$ cat src/rtl/temp_sensor_spi_reader.sv
`default_nettype none
// ============================================================================
// Module      : temp_sensor_spi_reader
// Description : Periodically polls an LM74-style SPI temperature sensor and
//               presents the 13-bit two's-complement temperature (0.0625 C
//               per LSB) to the downstream temperature PIO input port.
//               Each poll is one chip-select frame of FRAME_BITS SCK periods.
//               The frame start-to-start period is POLL_CYCLES clk while
//               enable is held high.
// Revision    : 1.0 - initial release
// ----------------------------------------------------------------------------
// Ports
//   clk        in   1   system clock
//   reset      in   1   asynchronous active-high reset
//   enable     in   1   polling enable (level)
//   spi_sck    out  1   sensor serial clock, idles low
//   spi_cs_n   out  1   sensor chip select, active low
//   spi_miso   in   1   sensor serial data (asynchronous to clk)
//   temp_out   out  13  latest temperature, two's complement
//   temp_valid out  1   one-clk pulse in the cycle temp_out takes a new value
//   busy       out  1   high while spi_cs_n is low
// ----------------------------------------------------------------------------
// Build option
//   TEMP_AVG_EN : when defined, temp_out is the running average of the last
//                 four samples (history starts at zero after reset).
// ============================================================================
module temp_sensor_spi_reader #(
    parameter int CLK_DIV     = 25,
    parameter int POLL_CYCLES = 5000000,
    parameter int FRAME_BITS  = 16
) (
    input  logic        clk,
    input  logic        reset,
    input  logic        enable,
    output logic        spi_sck,
    output logic        spi_cs_n,
    input  logic        spi_miso,
    output logic [12:0] temp_out,
    output logic        temp_valid,
    output logic        busy
);

    localparam int c_div_w  = (CLK_DIV > 1) ? $clog2(CLK_DIV) : 1;
    localparam int c_bit_w  = (FRAME_BITS > 1) ? $clog2(FRAME_BITS) : 1;
    localparam int c_poll_w = $clog2(POLL_CYCLES);

    localparam logic [c_div_w-1:0]  c_div_last  = c_div_w'(CLK_DIV - 1);
    localparam logic [c_bit_w-1:0]  c_bit_last  = c_bit_w'(FRAME_BITS - 1);
    localparam logic [c_poll_w-1:0] c_poll_last = c_poll_w'(POLL_CYCLES - 1);

    typedef enum logic [2:0] {
        ST_IDLE     = 3'd0,
        ST_CS_SETUP = 3'd1,
        ST_SHIFT    = 3'd2,
        ST_CS_HOLD  = 3'd3,
        ST_UPDATE   = 3'd4,
        ST_WAIT     = 3'd5
    } state_t;

    state_t                  r_state;
    state_t                  w_state_next;

    logic [c_div_w-1:0]      r_div;
    logic [c_div_w-1:0]      w_div_next;
    logic [c_bit_w-1:0]      r_bit;
    logic [c_bit_w-1:0]      w_bit_next;
    logic                    r_hi;
    logic                    w_hi_next;
    logic [c_poll_w-1:0]     r_poll;

    logic                    r_sync1;
    logic                    r_sync2;
    logic [FRAME_BITS-1:0]   r_shift;

    logic                    r_sck;
    logic                    r_cs_n;
    logic [12:0]             r_temp;
    logic                    r_valid;

    logic                    w_div_end;
    logic                    w_sck_next;
    logic                    w_cs_n_next;
    logic                    w_frame_start;
    logic                    w_sample;
    logic                    w_load;
    logic [12:0]             w_raw;
    logic [12:0]             w_temp_new;

    assign w_div_end = (r_div == c_div_last);
    assign w_raw     = r_shift[FRAME_BITS-1 -: 13];

    // ------------------------------------------------------------------
    // State register
    // ------------------------------------------------------------------
    always_ff @(posedge clk or posedge reset) begin
        if (reset) begin
            r_state <= ST_IDLE;
        end else begin
            r_state <= w_state_next;
        end
    end

    // ------------------------------------------------------------------
    // Next-state and phase-counter logic
    // ------------------------------------------------------------------
    always_comb begin
        w_state_next = r_state;
        w_div_next   = r_div;
        w_bit_next   = r_bit;
        w_hi_next    = r_hi;

        case (r_state)
            ST_IDLE: begin
                if (enable) begin
                    w_state_next = ST_CS_SETUP;
                    w_div_next   = '0;
                end
            end
            ST_CS_SETUP: begin
                if (w_div_end) begin
                    w_state_next = ST_SHIFT;
                    w_div_next   = '0;
                    w_hi_next    = 1'b0;
                    w_bit_next   = '0;
                end else begin
                    w_div_next = r_div + 1'b1;
                end
            end
            ST_SHIFT: begin
                if (w_div_end) begin
                    w_div_next = '0;
                    if (!r_hi) begin
                        w_hi_next = 1'b1;
                    end else begin
                        w_hi_next = 1'b0;
                        if (r_bit == c_bit_last) begin
                            w_state_next = ST_CS_HOLD;
                        end else begin
                            w_bit_next = r_bit + 1'b1;
                        end
                    end
                end else begin
                    w_div_next = r_div + 1'b1;
                end
            end
            ST_CS_HOLD: begin
                if (w_div_end) begin
                    w_state_next = ST_UPDATE;
                    w_div_next   = '0;
                end else begin
                    w_div_next = r_div + 1'b1;
                end
            end
            ST_UPDATE: begin
                w_state_next = ST_WAIT;
            end
            ST_WAIT: begin
                if (r_poll == c_poll_last) begin
                    w_state_next = enable ? ST_CS_SETUP : ST_IDLE;
                    w_div_next   = '0;
                end
            end
            default: begin
                w_state_next = ST_IDLE;
            end
        endcase
    end

    // Pin levels are derived from the next state and registered, so the
    // pins are glitch-free and reset drives them to idle immediately.
    always_comb begin
        w_sck_next    = (w_state_next == ST_SHIFT) && w_hi_next;
        w_cs_n_next   = !((w_state_next == ST_CS_SETUP) ||
                          (w_state_next == ST_SHIFT)    ||
                          (w_state_next == ST_CS_HOLD));
        w_frame_start = (w_state_next == ST_CS_SETUP) && (r_state != ST_CS_SETUP);
        // Capture on the first clk of each high phase: r_sync2 then holds
        // the pin level from just before the rising SCK edge, which the
        // sensor last changed a full low phase (CLK_DIV clk) earlier.
        w_sample      = (r_state == ST_SHIFT) && r_hi && (r_div == '0);
        w_load        = (r_state == ST_CS_HOLD) && w_div_end;
    end

    // ------------------------------------------------------------------
    // MISO synchronizer
    // ------------------------------------------------------------------
    always_ff @(posedge clk or posedge reset) begin
        if (reset) begin
            r_sync1 <= 1'b0;
            r_sync2 <= 1'b0;
        end else begin
            r_sync1 <= spi_miso;
            r_sync2 <= r_sync1;
        end
    end

    // ------------------------------------------------------------------
    // Datapath: counters, pins, shift register, output word
    // ------------------------------------------------------------------
    always_ff @(posedge clk or posedge reset) begin
        if (reset) begin
            r_div   <= '0;
            r_bit   <= '0;
            r_hi    <= 1'b0;
            r_poll  <= '0;
            r_sck   <= 1'b0;
            r_cs_n  <= 1'b1;
            r_shift <= '0;
            r_temp  <= '0;
            r_valid <= 1'b0;
        end else begin
            r_div   <= w_div_next;
            r_bit   <= w_bit_next;
            r_hi    <= w_hi_next;
            r_sck   <= w_sck_next;
            r_cs_n  <= w_cs_n_next;
            r_valid <= w_load;

            // Poll counter restarts at each frame start and saturates, so
            // the WAIT exit condition stays true once reached.
            if (w_frame_start) begin
                r_poll <= '0;
            end else if ((r_state != ST_IDLE) && (r_poll != c_poll_last)) begin
                r_poll <= r_poll + 1'b1;
            end

            // MSB first: the first bit received ends up in the sign position.
            if (w_sample) begin
                r_shift <= {r_shift[FRAME_BITS-2:0], r_sync2};
            end

            if (w_load) begin
                r_temp <= w_temp_new;
            end
        end
    end

`ifdef TEMP_AVG_EN
    // ------------------------------------------------------------------
    // Four-sample running average. The sum is maintained incrementally
    // (add newest, drop oldest) and the arithmetic shift rounds toward
    // minus infinity.
    // ------------------------------------------------------------------
    logic signed [12:0] r_hist [4];
    logic signed [14:0] r_sum;
    logic signed [14:0] w_sum_next;

    assign w_sum_next = r_sum + {{2{w_raw[12]}}, w_raw}
                              - {{2{r_hist[3][12]}}, r_hist[3]};
    assign w_temp_new = 13'(w_sum_next >>> 2);

    always_ff @(posedge clk or posedge reset) begin
        if (reset) begin
            for (int i = 0; i < 4; i++) begin
                r_hist[i] <= '0;
            end
            r_sum <= '0;
        end else if (w_load) begin
            r_hist[0] <= w_raw;
            r_hist[1] <= r_hist[0];
            r_hist[2] <= r_hist[1];
            r_hist[3] <= r_hist[2];
            r_sum     <= w_sum_next;
        end
    end
`else
    assign w_temp_new = w_raw;
`endif

    assign spi_sck    = r_sck;
    assign spi_cs_n   = r_cs_n;
    assign busy       = ~r_cs_n;
    assign temp_out   = r_temp;
    assign temp_valid = r_valid;

endmodule
`default_nettype wire

$ cat config.mk
export PLATFORM = sky130hd
export DESIGN_NAME = temp_sensor_spi_reader
export DESIGN_NICKNAME = d
export VERILOG_FILES = /design/src/rtl/temp_sensor_spi_reader.sv
export SDC_FILE = /design/constraint.sdc
export NUM_CORES = 1
export LEC_CHECK = 0
export ABC_CLOCK_PERIOD_IN_PS = 2700
export BUFFER_PORTS_ARGS = -buffer_cell sky130_fd_sc_hd__buf_4
export CORE_ASPECT_RATIO = 0.7
export CORE_MARGIN = 3
export CORE_UTILIZATION = 60
export DETAILED_ROUTE_END_ITERATION = 12
export GPL_TIMING_DRIVEN = 0
export PLACE_DENSITY = 0.79
export REMOVE_ABC_BUFFERS = 1
export SKIP_CTS_REPAIR_TIMING = 1
export SLEW_MARGIN = 0
export SYNTH_ARGS = -nofsm -noshare
export SYNTH_HDL_FRONTEND = slang
export SYNTH_SLANG_ARGS = --single-unit
$ cat constraint.sdc
create_clock -name clk -period 2.7 [get_ports clk]
set_input_delay 0.54 -clock clk [delete_from_list [all_inputs] [get_ports clk]]
set_output_delay 0.54 -clock clk [all_outputs]
set_load 0.01 [all_outputs]
# Word-level counts from Yosys, hierarchy flattened
# Cells that the tools add are included.
# classes
eq_ne	19
bitwise	1
add_sub_neg	3
reduce_logical	18
muxes	24
# op_table
operator	count
23-bit two-way mux	2
23-bit by 1-bit adder with 23-bit output (second input constant)	1
23-bit equality test (second input constant)	1
23-bit != test (second input constant)	1
3-bit two-way mux	7
3-bit case mux with 6 select lines	1
4-bit two-way mux	4
5-bit two-way mux	3
5-bit case mux with 3 select lines	1
3-bit by 2-bit equality test with 1-bit output (second input constant)	4
2-bit != test (second input constant)	6
4-bit case mux with 2 select lines	1
3-bit by 1-bit equality test with 1-bit output (second input constant)	2
3-bit equality test (second input constant)	2
1-bit logical AND	6
3-bit nonzero test	2
5-bit by 1-bit adder with 5-bit output (second input constant)	1
5-bit equality test (second input constant)	1
5-bit logical NOT	1
5-bit AND reduction	1
4-bit by 1-bit adder with 4-bit output (second input constant)	1
4-bit equality test (second input constant)	1
1-bit two-way mux	4
2-bit nonzero test	2
8 further kinds	9
# word_totals
reg_bits	70
out_inout_bits	17
wordCells	77
input_bits	4

# Logic depth before layout (Yosys ltp)
# logic_depth
ltp_word	9
depth_mapped	10
ltp_nobuf	9

# Least setup slack after synthesis
# Ideal clock, no wire load.
# synth_path
path_kind	flip-flop to flip-flop
startpoint	reg r_poll[0]
endpoint	reg r_poll[10]
required_time_ns	2.576
t_arrival_ns	1.890
n_path_buf	1
path_stages_with_launch	8
synth_period_minus_slack_ns	2.014
setup_slack_ns	0.686
setup_time_ns	0.124
path_cell_list	dfrtp_1 > ha_1 > nand4_2 > or4_4 > o21ai_4 > buf_6 > nor3_2 > a211o_1
# synth_between
elab_chain_len	6
elab_cells_between_ends	11
cone_classes	add/sub (1); eq/ne (3); mux (4); reduce/logical (3)
# synth_lines
element	line_no	text
start: declaration	69	logic [c_poll_w-1:0] r_poll;
start signal: assignment	224	r_poll <= r_poll + 1'b1;
23-bit equality test	158	if (r_poll == c_poll_last) begin
3-bit two-way mux	158	
3-bit case mux with 6 select lines	112	case (r_state)
3-bit by 1-bit equality test with 1-bit output	176	w_frame_start = (w_state_next == ST_CS_SETUP) && (r_state != ST_CS_SETUP);
1-bit logical AND	176	
23-bit two-way mux / 2-bit nonzero test (equally long branches)	n/a	
# Several ways; a longest one is shown, not always the timed one. The select of a mux whose other input is x is not followed.
# A chain may end at the register's enable or synchronous reset.

# Final worst setup path
# layout_path
startpoint	reg r_div[0]
endpoint	reg r_temp[6], in the netlist temp_out[6]
# layout_between
elab_chain_len	2
# layout_lines
element	line_no	text
start: declaration	63	logic [c_div_w-1:0] r_div;
start signal: assignment	212	r_div <= w_div_next;
5-bit equality test	89	assign w_div_end = (r_div == c_div_last);
1-bit logical AND	181	w_load = (r_state == ST_CS_HOLD) && w_div_end;
end signal: assignment	233	r_temp <= w_temp_new;
end: declaration	77	logic [12:0] r_temp;
# No other way between the ends.

==> run metrics <==
status=finished, final reports clean; Lkg Pwr=1.78 nW; IO Port Bufs=20; endpoint class of the critical path=flip-flop; Num CTS Buffers=9; vias in the first global route=2,146; Rows=21; P&R area growth vs syn=11.9%; CTS tree=built; Synth area leaders=dfrtp_1 52%, mux2_2 11%, xor2_1 3.4%, nand3_1 3.3%, nor2_1 3.2%; multiplexer area fraction after synthesis=10.5%; Detailed Route Iter0 Violations=168; main combinational cell family by area after synthesis=simple AND/OR/NAND/NOR gates; Synth async-reset ratio=100%; Seq pwr share=47.7%; post-DP HPWL=4220 um; clock latency on the worst-skew pair=340 ps; root buffer cell=clkbuf_8; drt total wl=6260 um; XOR/XNOR share of the synthesized area=5.03%; pin count of the biggest net entering global routing=71; unrepaired setup endpoints after global routing=no; CP Max Fanout=15; Routed WL per cell=16.0 um; total track usage=22.4%; post-synth top area share=52.2%; H-tree depth=3; Clock power frac=30.7%; DIE AREA=6460 um2; hold crit path type=in2reg; first-pass GRT wire length=10,700 um; Post-DP Area=3490 um2; DRT Pass-1 Iters=5; Adder-Cell Fraction of Synth Area=1.89%; critical path class=reg2reg; Synth Area in Simple Gates=19.3%; share of cells above drive strength 1=24.9%; fin util=73.4%; WP data arrival=2700 ps; power per cell area=798 nW/um2; Mapped Area=3310 um2; Post-synth top flop=dfrtp_1; Synth top cells by count=69 x dfrtp_1, 31 x mux2_2, 28 x nor2_1; Max Clk Rate=404 MHz; number of synthesized register bits=70; Post-Synthesis Cells=294; Sw Ratio=32.1%; Nets=325; CP Launch Type=flip-flop; syn_area_per_cell=11.3 um2; Slew @ Worst Pin=1090 ps; fin crit period=2480 ps; initial antenna violation count=0; antenna-violating nets left=0; VDD IR max=0.444 mV; Data required, critical path=2920 ps; num ports=21; placed cells=374; GR Overflow Total=0; Die X=94.8 um; final worst-path cycle share=91.8%; DRC viols=0; CTS max path bufs=2; clk slew on worst S/H paths=70 ps; final hold violations=0; die height=68.1 um; maxcap violations=0; top-count cell post-synth=dfrtp_1; CTS sink cnt=70; register area share after synthesis=53.0%; Routability Congestion=0.827; Comb pwr share=21.6%; Synth warnings=0; number of synthesized flops with an enable pin=0; fin area=3700 um2; NetSw=949 uW; relative slew slack=26.7%; dominant cell type by area after synthesis=dfrtp_1; Layout Cells excl Fill=390; Clock Skew=9.46 ps; diodes inserted=0; Compound-Gate Fraction of Synth Area=7.15%; starting density of the core=65.6%; cell internal pwr=2.01 mW; max-slew violations=0; core area=5040 um2; drt via density=5.90; Yosys cell types=50; vias post-DR=2,300; Setup violations, final=0
==> placed cells by master (no fill, tap or decap), drive strengths merged, types with 2 or more instances in the layout <==
| cell | n |
|---|---|
| nor3b | 3 |
| inv | 12 |
| a21oi | 9 |
| o21ai | 11 |
| o211ai | 2 |
| xnor2 | 6 |
| nand4 | 7 |
| and3 | 6 |
| nand2b | 3 |
| or4 | 2 |
| and4 | 3 |
| nand3 | 22 |
| nor3 | 10 |
| or3 | 5 |
| and2 | 2 |
| buf | 20 |
| clkinv | 3 |
| clkbuf | 10 |
| ha | 5 |
| nor4 | 5 |
| a31o | 2 |
| nor4b | 2 |
| xor2 | 13 |
| mux2 | 31 |
| nand2 | 9 |
| dfrtp | 69 |
| a211o | 3 |
| nor2 | 29 |
| a22o | 4 |
| bufinv | 2 |
==> metrics by stage <==
step	power [mW]	TNS [ps]	hold WS (ps)	setup WS, ps
2_1_floorplan	1.88	0	331	393
3_3_place_gp	2.02	-27310	340	-398
3_5_place_dp	2.06	0	343	233
4_1_cts	2.98	0	284	221
5_1_grt	3.15	0	281	44.1
6_report	2.96	0	303	222
==> flip-flops by register name, summed over array words and instances (netlist names), 3 cells and up <==
signal    count
temp_out     13
r_bit         4
r_state       3
r_shift      16
r_poll       23
r_div         5
==> cell families after synthesis <==
logic type,Yosys count
DFF,70
muxes,31
xor gates and xnor gates,19
and+or+nand+nor,113
buffers and inverters,21
AOI/OAI and AO/OA,35
adders and majority gates,5
==> worst max-delay path: stages (launching register included) <==
cell and delay, ps:
dfrtp_1 420, inv_1 70, ha_1 160, and4b_1 330, inv_2 120, nor4_4 830, mux2_2 430
==> metal layers <==
| metal | track usage, % | part of all wire (%) | vias to the layer above |
|---|---|---|---|
| met5 | 0 | 0 | - |
| met4 | 9.35 | 2.0 | 0 |
| met3 | 8.13 | 5.5 | 10 |
| met2 | 30.8 | 43 | 61 |
| met1 | 32.1 | 50 | 1128 |
| li1 | - | - | 1101 |
==> cell type report <==
class,instances,area [um2]
clock buffer,10,128
multi-input combinational,203,1450
clock inverter,6,86.3
timing repair buffer,20,150
fill,355,1340
tap,69,86.3
inverter,12,47.5
sequential,70,1750
==> power groups by stage <==
stage / registers [mW] / clock network [mW] / logic [mW]
floorplan: 1.38 / 0 / 0.503
global placement: 1.41 / 0 / 0.609
detailed placement: 1.42 / 0 / 0.636
CTS: 1.40 / 0.930 / 0.643
global route: 1.44 / 0.974 / 0.734
finish: 1.41 / 0.907 / 0.640
==> worst paths after layout <==
| path | from | end | slack, ps | cells after the start |
|---|---|---|---|---|
| min in group asynchronous | reset | temp_out[2]$_DFFE_PP0P_ | 370 | 2 |
| hold reg to reg | r_sync1$_DFF_PP0_ | r_sync2$_DFF_PP0_ | 360 | 0 |
| max in group asynchronous | reset | r_div[3]$_DFFE_PP0P_ | 1810 | 2 |
| setup reg to reg | r_div[0]$_DFFE_PP0P_ | temp_out[6]$_DFFE_PP0P_ | 220 | 6 |
| setup / recovery | r_div[0]$_DFFE_PP0P_ | temp_out[6]$_DFFE_PP0P_ | 220 | 6 |
| hold / removal | spi_miso | r_sync1$_DFF_PP0_ | 300 | 1 |
Note: power is estimated with default switching activity, not from simulation.
